`config.mk`:
```
export PLATFORM = sky130hd
export DESIGN_NAME = trng_harvester
export DESIGN_NICKNAME = d
export VERILOG_FILES = /design/src/rtl/trng_harvester.sv
export SDC_FILE = /design/constraint.sdc
export NUM_CORES = 1
export LEC_CHECK = 0
export ABC_AREA = 1
export ABC_CLOCK_PERIOD_IN_PS = 1900
export CAP_MARGIN = 20
export CORE_MARGIN = 10
export CORE_UTILIZATION = 40
export CTS_CLUSTER_DIAMETER = 30
export DETAILED_ROUTE_END_ITERATION = 6
export GPL_TIMING_DRIVEN = 0
export SYNTH_ARGS = -nofsm -noshare
export SYNTH_HDL_FRONTEND = slang
export SYNTH_SLANG_ARGS = --single-unit
```
`constraint.sdc`:
```
create_clock -name i_clk -period 1.9 [get_ports i_clk]
set_input_delay 0.19 -clock i_clk [delete_from_list [all_inputs] [get_ports i_clk]]
set_output_delay 0.19 -clock i_clk [all_outputs]
set_load 0.02 [all_outputs]
```
`src/rtl/trng_harvester.sv`:
```
// rtl/trng_harvester.sv - ring-oscillator entropy harvester with word packing and RCT health test
// Optional feature macro: TRNG_VN_DEBIAS_EN (von Neumann debiasing of raw sample pairs)
module trng_harvester #(
  parameter int N_CH       = 4,
  parameter int WORD_W     = 8,
  parameter int SAMPLE_DIV = 4,
  parameter int WARMUP_CYC = 16,
  parameter int RCT_LIMIT  = 16
) (
  input  logic              i_clk,
  input  logic              i_rst,
  input  logic              i_en,
  input  logic [N_CH-1:0]   i_ch_mask,
  input  logic [N_CH-1:0]   i_ro_bits,
  output logic [N_CH-1:0]   o_ro_en,
  output logic [WORD_W-1:0] o_data,
  output logic              o_valid,
  input  logic              i_ready,
  output logic              o_health_fail
);

  localparam int DIV_W  = $clog2(SAMPLE_DIV + 1);
  localparam int WARM_W = $clog2(WARMUP_CYC + 1);
  localparam int RCT_W  = $clog2(RCT_LIMIT + 1);
  localparam int BCNT_W = $clog2(WORD_W + 1);

  typedef enum logic [2:0] {
    S_IDLE    = 3'd0,
    S_WARMUP  = 3'd1,
    S_COLLECT = 3'd2,
    S_HOLD    = 3'd3,
    S_FAIL    = 3'd4
  } state_t;

  state_t              r_state;
  logic [N_CH-1:0]     r_sync1;
  logic [N_CH-1:0]     r_sync2;
  logic [WARM_W-1:0]   r_warm;
  logic [DIV_W-1:0]    r_div;
  logic [RCT_W-1:0]    r_rct_cnt;
  logic                r_rct_prev;
  logic [WORD_W-1:0]   r_shift;
  logic [BCNT_W-1:0]   r_bcnt;

  logic                w_raw;
  logic                w_strobe;
  logic [RCT_W-1:0]    w_rct_next;
  logic                w_rct_trip;
  logic                w_accept;
  logic                w_bit;
  logic                w_word_done;
  logic [WORD_W-1:0]   w_shift_next;

  // Two-flop synchroniser for the asynchronous RO outputs
  always_ff @(posedge i_clk) begin
    if (i_rst) begin
      r_sync1 <= '0;
      r_sync2 <= '0;
    end else begin
      r_sync1 <= i_ro_bits;
      r_sync2 <= r_sync1;
    end
  end

  assign w_raw    = ^(r_sync2 & i_ch_mask);
  assign w_strobe = (r_state == S_COLLECT) && (r_div == DIV_W'(SAMPLE_DIV - 1));

  // A zero count means the history was just cleared, so the first sample starts a run of one
  assign w_rct_next = ((r_rct_cnt != '0) && (w_raw == r_rct_prev)) ? (r_rct_cnt + 1'b1) : RCT_W'(1);
  assign w_rct_trip = w_strobe && (w_rct_next >= RCT_W'(RCT_LIMIT));

`ifdef TRNG_VN_DEBIAS_EN
  logic r_vn_have;
  logic r_vn_a;

  // Pair phase tracking; the pair is dropped whenever collection is not running
  always_ff @(posedge i_clk) begin
    if (i_rst || !i_en || (r_state != S_COLLECT)) begin
      r_vn_have <= 1'b0;
      r_vn_a    <= 1'b0;
    end else if (w_strobe) begin
      r_vn_have <= ~r_vn_have;
      if (!r_vn_have) r_vn_a <= w_raw;
    end
  end

  // Only differing pairs yield a bit, and that bit is the first of the pair
  assign w_accept = w_strobe && r_vn_have && (r_vn_a != w_raw);
  assign w_bit    = r_vn_a;
`else
  assign w_accept = w_strobe;
  assign w_bit    = w_raw;
`endif

  assign w_word_done  = w_accept && (r_bcnt == BCNT_W'(WORD_W - 1));
  assign w_shift_next = {r_shift[WORD_W-2:0], w_bit};

  // Harvester FSM with registered outputs; FAIL is sticky, EN=0 aborts everything else
  always_ff @(posedge i_clk) begin
    if (i_rst) begin
      r_state       <= S_IDLE;
      o_data        <= '0;
      o_valid       <= 1'b0;
      o_health_fail <= 1'b0;
      o_ro_en       <= '0;
      r_warm        <= '0;
      r_div         <= '0;
      r_rct_cnt     <= '0;
      r_rct_prev    <= 1'b0;
      r_shift       <= '0;
      r_bcnt        <= '0;
    end else if (r_state == S_FAIL) begin
      o_ro_en       <= '0;
      o_valid       <= 1'b0;
      o_health_fail <= 1'b1;
    end else if (!i_en) begin
      r_state <= S_IDLE;
      o_valid <= 1'b0;
      o_ro_en <= '0;
      r_warm  <= '0;
      r_div   <= '0;
      r_shift <= '0;
      r_bcnt  <= '0;
    end else begin
      case (r_state)
        S_IDLE: begin
          r_state    <= S_WARMUP;
          o_ro_en    <= i_ch_mask;
          r_warm     <= '0;
          r_rct_cnt  <= '0;
          r_rct_prev <= 1'b0;
        end
        S_WARMUP: begin
          o_ro_en <= i_ch_mask;
          if (r_warm == WARM_W'(WARMUP_CYC - 1)) begin
            r_state <= S_COLLECT;
            r_div   <= '0;
          end else begin
            r_warm <= r_warm + 1'b1;
          end
        end
        S_COLLECT: begin
          o_ro_en <= i_ch_mask;
          r_div   <= w_strobe ? '0 : (r_div + 1'b1);
          if (w_strobe) begin
            r_rct_cnt  <= w_rct_next;
            r_rct_prev <= w_raw;
          end
          if (w_rct_trip) begin
            r_state       <= S_FAIL;
            o_ro_en       <= '0;
            o_valid       <= 1'b0;
            o_health_fail <= 1'b1;
          end else if (w_word_done) begin
            r_state <= S_HOLD;
            o_data  <= w_shift_next;
            o_valid <= 1'b1;
            r_shift <= '0;
            r_bcnt  <= '0;
          end else if (w_accept) begin
            r_shift <= w_shift_next;
            r_bcnt  <= r_bcnt + 1'b1;
          end
        end
        S_HOLD: begin
          o_ro_en <= i_ch_mask;
          if (i_ready) begin
            r_state <= S_COLLECT;
            o_valid <= 1'b0;
            r_div   <= '0;
            r_shift <= '0;
            r_bcnt  <= '0;
          end
        end
        default: begin
          r_state <= S_IDLE;
          o_valid <= 1'b0;
          o_ro_en <= '0;
        end
      endcase
    end
  end

endmodule
```
==> flow_summary.toml, run 1 <==
[run_status]
status = "finished, final reports clean"

[drt]
drc = 0
initialDrtViolationCount = 88
wl_per_cell_um = 11.3
finalWirelength_mm = 4.99
via_count = 2015
ant_nets = 0
viasPerCell = 4.56
dr.pass1.iters = 4

[critical_path]
cp_slowest_cell = "clkdlybuf4s50_1"
worstRegToRegCells = 10
critPathRequiredTime_ns = 2.14
cp.arrival_ns = 2.00
timing.reg2reg.setup_slack_ns = 0.17
cp.buffers_inverters = 3
r2r_start = "r_rct_cnt[0]$_SDFFE_PP0P_"
cp_max_fo = 8
cpPeakStageDelay_ns = 0.69
crit-reg2reg-capture = "o_data[6]$_SDFFE_PP0P_"
crit_family = "buffers and inverters"
end_kind = "flip-flop"
path_class = "in -> reg"
startpoint_type = "primary input"
crit_chain = "clkdlybuf4s50_1, inv_2, nor2_1, inv_1, a21oi_2, nand4_1, a21oi_1, o211a_1"

[synthesis]
synth_top_family_by_area = "simple AND/OR/NAND/NOR gates"
synth-compound-area-share_pct = 9.88
syn_area_per_cell_um2 = 7.37
synth_cell_types = 37
ys_seq_elements = 50
ys_seq_area_share_pct = 40.5
yosys.area.top_type = "dfxtp_1"
synthAdderAreaFrac_pct = 3.04
synth_warnings = 0
syn-num-nets = 353
synthMuxAreaShare_pct = 0
synth_top_area_share_pct = 40.5
synthCells = 335
synth_area_leaders = "dfxtp_1, nor2_1, nand2_1"
netlist_area_um2 = 2470
synthXorXnorAreaFrac_pct = 2.13
synthSimpleGateAreaFrac_pct = 35.3

[global_route]
grt_use_total_pct = 10.3
use_met3_pct = 3.35
gr-usage-met2_pct = 16.5
met1_usage_pct = 12.8
top_usage_layer = "met2"
overflow = 0
grt_max_degree = 16
first_global_vias = 1925
grt_pass1_wl_mm = 8.59
antenna_found_initial = 0

[clock_tree]
holdBufCountCts = 0
cts_inserted_buffers = 5
path_clk_slew_ns = 0.09
cts_sinks = 50
clk_latency_ns = 0.30
cts_tree = "built"
cts_setup_buffers = 0
clockBufferDepth = 2
root_buffer = "clkbuf_8"
cts_htree_levels = 2
cts_resized = 0

[timing]
hold_viol_final = 0
finalSetupViolations = 0
slew_headroom_pct = 59.9
final.setup_skew_ns = 0.00706
fin_crit_sh_pct = 92.4
fmax_ghz = 0.569
tightest_slew_ns = 0.602
slew_viol_final = 0
finalCriticalPeriod_ns = 1.76
rsz0062_at_grt = "no"
fin_hold_ws_ns = 0.280

[floorplan]
fp.coreArea_um2 = 5960
num_io_pins = 26
initial_utilization_pct = 41.4
die-area_um2 = 9710
die_height_um = 98.6
row_count = 28
die_width_um = 98.6

[layout]
finalInstanceArea_um2 = 2940
final_layout_size_suffix_gt1_share_pct = 17.7
area_growth_pct = 19.1
n_antenna_cell = 0
final_cell_mix = "nor2_1, nand2_1, dfxtp_1"
fill_cells = 612
final_core_util_pct = 49.4
layout_commonest_cell = "nor2_1"
final_nets = 384

[placement]
placed_area_um2 = 2800
io_buffer_count = 24
gp_congestion = 0.828
post-dp-hpwl_mm = 3.75

[power]
clkPwrFrac_pct = 32.6
p_int_mw = 1.65
combPwrFrac_pct = 18.2
power_density_nw_per_um2 = 784
swShare_pct = 28.5
p_switching_mw = 0.658
seqPwrFrac_pct = 49.2
ir_worst_vdd_uv = 389
p_leak_nw = 1.23

[flow_run]
max-cap-violations = 0

[worst_hold_path]
hold_path_end = "o_data[1]$_SDFFE_PP0P_"
hold_depth = 2
hp-start = "i_rst"
hp-class = "in -> reg"
[layer usage]
| layer | routed length [um] | part of all wire, % |
|---|---|---|
| met5 | 0 | 0 |
| met4 | 66 | 1.3 |
| met3 | 219 | 4.4 |
| met2 | 2170 | 43 |
| met1 | 2530 | 51 |
[worst max path at each step]
stage                     slack, ns                        end  cells past startpoint                 startpoint
after floorplan                0.33     r_warm[3]$_SDFFE_PP0P_                     12     r_warm[0]$_SDFFE_PP0P_
after global placement        -0.14     r_bcnt[1]$_SDFFE_PP0P_                     13               i_ch_mask[1]
after detailed placement      -0.18    r_shift[3]$_SDFFE_PP0P_                     13               i_ch_mask[1]
after CTS                      0.05     r_warm[3]$_SDFFE_PP0P_                     12     r_warm[0]$_SDFFE_PP0P_
after global routing           0.02     o_data[6]$_SDFFE_PP0P_                     10  r_rct_cnt[1]$_SDFFE_PP0P_
final                          0.14  r_rct_cnt[3]$_SDFFE_PP0P_                      8                       i_en
[cell usage after synthesis]
library cell	instances
nor2_1	63
nand2_1	55
dfxtp_1	50
inv_1	39
a21oi_1	21
nand3_1	16
nor2_2	11
o21ai_0	9
nand2_2	8
inv_2	7
o21ai_1	7
ha_1	6
clkbuf_1	4
nand2_4	4
xor2_1	4
nand4_1	3
nor2_4	3
nor3_1	3
a21oi_2	2
nand3_2	2
xnor2_1	2
a22oi_1	1
buf_6	1
buf_8	1
clkinv_1	1
inv_4	1
nand3_4	1
nand4_4	1
nor2_8	1
nor3_2	1
nor3b_1	1
nor4_1	1
o211a_1	1
o21ai_4	1
o21bai_1	1
or2_2	1
or2_4	1
[stage by stage]
stage / instances / total power [mW] / TNS (ns) / setup slack (ns)
6_report: 442 / 2.31 / 0 / 0.144
3_5_place_dp: 434 / 1.57 / -3.46 / -0.178
4_1_cts: 442 / 2.33 / 0 / 0.0493
5_1_grt: 442 / 2.44 / 0 / 0.0167
3_3_place_gp: 434 / 1.57 / -2.90 / -0.143
2_1_floorplan: 335 / 1.47 / 0 / 0.331
[cell type report]
cell class,instances,area (um2),share of cell area (%)
Clock inverter,2,37.5,1.28
Buffer,6,41.3,1.40
Clock buffer,6,72.6,2.47
Inverter,48,183,6.21
Multi-Input combinational cell,231,1270,43.1
Tap cell,75,93.8,3.19
Sequential cell,50,1010,34.2
Timing Repair Buffer,24,240,8.17
[cells by family after synthesis]
group / Yosys count
flip-flops: 50
XOR/XNOR: 6
AO/OA/AOI/OAI: 43
buffers and inverters: 54
AND/OR/NAND/NOR: 176
adder cells (fa/ha/maj): 6
[worst reg2reg max path: stages (launching register included)]
cell	delay, ns
dfxtp_2	0.36
ha_1	0.18
nand3_1	0.14
xor2_2	0.26
inv_1	0.11
nand4_4	0.13
nand2_4	0.09
inv_4	0.11
nand2_4	0.09
nand2_1	0.08
a21oi_1	0.05
[flip-flops by register name, indices dropped and copies added (netlist names)]
register	cells
o_data	8
o_health_fail	1
o_ro_en	4
o_valid	1
r_bcnt	4
r_div	3
r_rct_cnt	5
r_rct_prev	1
r_shift	7
r_state	3
r_sync1	4
r_sync2	4
r_warm	5
[power groups by stage]
stage          combinational (mW)  clock (mW)  sequential [mW]
3_5_place_dp                0.416           0             1.16
2_1_floorplan               0.309           0             1.16
3_3_place_gp                0.414           0             1.16
5_1_grt                     0.482       0.818             1.14
6_report                    0.420       0.751             1.13
4_1_cts                     0.419       0.777             1.13
Note: power is estimated with default switching activity, not from simulation.
==> run 2: changes to the inputs <==
ABC_CLOCK_PERIOD_IN_PS = 1700   (was 1900)
clock period = 1.7 ns   (was 1.9 ns; I/O delays follow)
==> flow_summary.toml, run 2 (same netlist as run 1, synthesis figures left out) <==
[run_status]
status = "finished, violations left"
violations = "negative setup slack"

[power]
seqPwrFrac_pct = 47.9
p_int_mw = 1.89
p_leak_nw = 1.33
p_switching_mw = 0.783
swShare_pct = 29.3
power_density_nw_per_um2 = 824
ir_worst_vdd_uv = 425
combPwrFrac_pct = 20.8
clkPwrFrac_pct = 31.4

[critical_path]
cp.arrival_ns = 1.96
path_class = "in -> reg"
critPathRequiredTime_ns = 1.94
cp_max_fo = 8
startpoint_type = "primary input"
end_kind = "flip-flop"

[global_route]
grt_max_degree = 16
antenna_found_initial = 0
overflow = 0
grt_use_total_pct = 10.6
grt_pass1_wl_mm = 8.75
first_global_vias = 1958

[drt]
drc = 0
viasPerCell = 4.56
wl_per_cell_um = 11.7
finalWirelength_mm = 5.29
via_count = 2052
dr.pass1.iters = 4
initialDrtViolationCount = 91
ant_nets = 0

[clock_tree]
cts_inserted_buffers = 5
path_clk_slew_ns = 0.08
clk_latency_ns = 0.30
root_buffer = "clkbuf_8"
cts_htree_levels = 2
clockBufferDepth = 2
cts_sinks = 50
cts_tree = "built"

[timing]
tns_ns = -0.0187
hold_viol_final = 0
finalSetupViolations = 1
slew_viol_final = 0
fmax_ghz = 0.582
fin_crit_sh_pct = 101
finalCriticalPeriod_ns = 1.72
fin_ws_ns = -0.0187
rsz0062_at_grt = "yes"
final.setup_skew_ns = 0.00966
tightest_slew_ns = 0.564
slew_headroom_pct = 62.4

[layout]
ff_latch_area_um2 = 1020
largestRegisters = "o_data: 8 flops, r_shift: 7 flops"
multi_input_area_um2 = 1460
n_antenna_cell = 0
fill_cells = 587
final_cells = 450
regMostFlops = "o_data"
finalInstanceArea_um2 = 3240
area_growth_pct = 31.4
final_cell_mix = "nor2_1, nand2_1, dfxtp_1"
largest_register_ffs = 8
final_layout_size_suffix_gt1_share_pct = 28.3
layout_commonest_cell = "nor2_1"
final_nets = 392

[placement]
dp_cells = 434
io_buffer_count = 24
placed_area_um2 = 2800
gp_congestion = 0.828
post-dp-hpwl_mm = 3.75

[floorplan]
die-area_um2 = 9710
die_width_um = 98.6
initial_utilization_pct = 41.4
die_height_um = 98.6
row_count = 28
fp.coreArea_um2 = 5960
num_io_pins = 26

[flow_run]
max-cap-violations = 0

[worst_hold_path]
hp-class = "in -> reg"
-- run 2: cell count changes in the layout (fill, tap and decap cells not counted), sizes merged --
cell           before  now
buf                 2    8
dlymetal6s2s        0    1
dlygate4sd2         0    2
nand2              67   68
clkbuf             10   11
clkdlybuf4s50      24   21
-- run 2: path summary, 6_finish.rpt --
path	depth (start not counted)	start	to	slack (ns)
min	3	i_ch_mask[2]	o_ro_en[2]$_SDFF_PP0_	0.19
min reg2reg	2	r_sync1[0]$_SDFF_PP0_	r_sync2[0]$_SDFF_PP0_	0.40
max	8	i_en	r_rct_cnt[3]$_SDFFE_PP0P_	-0.02
max reg2reg	12	r_warm[0]$_SDFFE_PP0P_	r_warm[1]$_SDFFE_PP0P_	0.02
-- run 2: power by group through the flow --
stage               clock [mW]  combinational [mW]  sequential [mW]
finish                   0.839               0.555             1.28
detailed placement           0               0.465             1.29
floorplan                    0               0.345             1.29
global placement             0               0.463             1.29
CTS                      0.868               0.475             1.27
global route             0.913               0.625             1.29
-- run 2: final cells by class --
cell class,instances,area share [%]
Timing Repair Buffer,31,9.56
Multi-Input combinational cell,232,45.1
Inverter,48,5.90
Buffer,6,1.54
Tap cell,75,2.89
Sequential cell,50,31.6
Clock buffer,6,2.24
Clock inverter,2,1.16
-- run 2: repair_timing --
item | 4_1_cts | 5_1_grt
setup buffers | 0 | 6
pin swaps | 5 | 21
gates cloned | 0 | 2
setup endpoints to repair | 28 | 33
hold buffers | 0 | 0
resized for setup | 19 | 59
-- run 2: per-layer routing --
metal  share of wire [%]  up-vias  track usage, %
li1                    -     1121               -
met1                  49      889            13.1
met2                  45       37            17.0
met3                 5.4        5            3.35
met4                 1.2        0            3.31
met5                   0        -               0
-- run 2: critical path: stages --
cell and delay [ns]:
clkdlybuf4s50_1 0.68, inv_2 0.20, nor2_1 0.13, inv_1 0.07
a21oi_2 0.22, nand4_1 0.16, a21oi_1 0.17, o211a_1 0.16
-- run 2: per-stage QoR --
step                      util (%)  power (mW)  hold WS, ns  setup WS, ns
after floorplan                  -        1.64        0.277         0.131
after global placement        47.1        1.76        0.392        -0.323
after detailed placement      47.1        1.76        0.392        -0.358
after CTS                     49.7        2.61        0.261      0.000136
after global routing          54.5        2.82        0.216        -0.139
final                         54.5        2.67        0.190       -0.0187
==> run 3: changes to the inputs <==
CORE_UTILIZATION = 56   (was 40)
GPL_TIMING_DRIVEN = not set   (was 0)
PLACE_DENSITY = 0.79   (was not set)
==> flow_summary.toml, run 3 (same netlist as run 1, synthesis figures left out) <==
[layout]
regMostFlops = "o_data"
largest_register_ffs = 8
final_nets = 411
final_layout_size_suffix_gt1_share_pct = 32.0
area_growth_pct = 34.5
final_core_util_pct = 76.8
n_antenna_cell = 0
ff_latch_area_um2 = 1020
final_cell_mix = "nor2_1, nand2_1, dfxtp_1"
multi_input_area_um2 = 1420
layout_commonest_cell = "nor2_1"
fill_cells = 318
largestRegisters = "o_data: 8 flops, r_shift: 7 flops"

[timing]
final.setup_skew_ns = 0.00626
fin_hold_ws_ns = 0.169
slew_headroom_pct = 62.8
slew_viol_final = 0
tightest_slew_ns = 0.557
finalSetupViolations = 0
rsz0062_at_grt = "yes"
finalCriticalPeriod_ns = 1.66
fmax_ghz = 0.602
fin_crit_sh_pct = 97.8
hold_viol_final = 0

[critical_path]
end_kind = "flip-flop"
cp_max_fo = 5
r2r_start = "r_state[0]$_SDFFE_PP0P_"
critPathRequiredTime_ns = 1.94
worstRegToRegCells = 12
startpoint_type = "flip-flop"
timing.reg2reg.setup_slack_ns = 0.04
crit-reg2reg-capture = "r_shift[0]$_SDFFE_PP0P_"
cp.arrival_ns = 1.90
cp_slowest_cell = "dfxtp_2"
crit_chain = "inv_4, nor2_4, inv_2, nor2_4, inv_2, or2_4, o21ai_4, a21oi_2, nand2_4, buf_6, o21ai_1, nor2_1"
path_class = "reg -> reg"
cpPeakStageDelay_ns = 0.36

[clock_tree]
path_clk_slew_ns = 0.09
root_buffer = "clkbuf_8"
clk_latency_ns = 0.30
clockBufferDepth = 2
cts_sinks = 50
cts_tree = "built"
cts_inserted_buffers = 5
cts_htree_levels = 2

[worst_hold_path]
hold_depth = 3
hold_path_end = "o_ro_en[2]$_SDFF_PP0_"
hp-class = "in -> reg"
hp-start = "i_ch_mask[2]"

[drt]
wl_per_cell_um = 12.6
drc = 0
initialDrtViolationCount = 98
viasPerCell = 5.04
ant_nets = 0
via_count = 2248
dr.pass1.iters = 4
finalWirelength_mm = 5.61

[floorplan]
fp.coreArea_um2 = 4320
die_width_um = 86.4
die-area_um2 = 7460
die_height_um = 86.4
row_count = 24
num_io_pins = 26
initial_utilization_pct = 57.1

[placement]
gp_congestion = 0.886
post-dp-hpwl_mm = 3.91
io_buffer_count = 25

[global_route]
grt_pass1_wl_mm = 8.90
grt_max_degree = 17
grt_use_total_pct = 14.1
antenna_found_initial = 0
overflow = 0
first_global_vias = 2124

[run_status]
status = "finished, final reports clean"

[flow_run]
max-cap-violations = 0

[power]
power_density_nw_per_um2 = 814
p_leak_nw = 1.42
total_power_mw = 2.70
ir_worst_vdd_uv = 676
run 3: cell count changes in the layout (fill, tap and decap cells not counted), sizes merged, moves of 2 or more:
cell          delta
buf             +23
clkbuf           -6
dlymetal6s2s     +3
clkinv           +2
dlygate4sd2      -2
run 3: repair_timing:
item / 4_1_cts / 5_1_grt
setup buffers: 0 / 11
endpoints found under the setup margin: 3 / 34
pin swaps: 0 / 31
resized for setup: 5 / 66
hold buffers: 0 / 0
gates cloned: 0 / 1
run 3: metal layers:
layer	global-route usage, %	share of wire, %	vias up
li1	-	-	1161
met1	16.9	45	1033
met2	24.3	50	42
met3	3.10	3.5	12
met4	4.57	1.4	0
met5	0	0	-
run 3: worst max path at each step:
stage	start	endpoint	slack, ns	depth (start not counted)
2_1_floorplan	r_warm[0]$_SDFFE_PP0P_	r_warm[3]$_SDFFE_PP0P_	0.13	12
3_3_place_gp	i_ch_mask[0]	r_shift[0]$_SDFFE_PP0P_	-0.19	12
3_5_place_dp	i_ch_mask[1]	r_shift[0]$_SDFFE_PP0P_	-0.25	12
4_1_cts	r_rct_cnt[0]$_SDFFE_PP0P_	r_shift[0]$_SDFFE_PP0P_	0.007	10
5_1_grt	r_state[0]$_SDFFE_PP0P_	r_shift[4]$_SDFFE_PP0P_	-0.08	12
6_report	r_state[0]$_SDFFE_PP0P_	r_shift[0]$_SDFFE_PP0P_	0.04	12
run 3: critical path: cells and delay by family, from the launching register on:
family | cells | cell delay (ns)
AO/OA/AOI/OAI | 3 | 0.31
buffers and inverters | 4 | 0.27
flip-flops | 1 | 0.36
AND/OR/NAND/NOR | 5 | 0.68
run 3: final cells by class:
class / count / share of cell area, %
repair buffers: 56 / 15.4
inverters: 48 / 5.80
clock buffers: 5 / 2.07
flip-flops and latches: 50 / 30.7
well taps: 52 / 1.96
multi-input cells: 232 / 42.8
clock inverters: 3 / 1.21
run 3: through the flow:
| stage | instance area (um2) | TNS [ns] | setup WS (ns) | cells |
|---|---|---|---|---|
| floorplan | 2470 | 0 | 0.131 | 335 |
| global route | 3320 | -0.798 | -0.0808 | 446 |
| detailed placement | 2890 | -4.82 | -0.246 | 426 |
| CTS | 3020 | 0 | 0.00673 | 434 |
| finish | 3320 | 0 | 0.0381 | 446 |
| global placement | 2890 | -3.82 | -0.194 | 426 |
run 3: report_power, final:
| part | leakage [nW] | switching [mW] | internal [mW] |
|---|---|---|---|
| Combinational | 0.952 | 0.340 | 0.266 |
| Sequential | 0.413 | 0.0492 | 1.23 |
| Clock | 0.0579 | 0.385 | 0.433 |
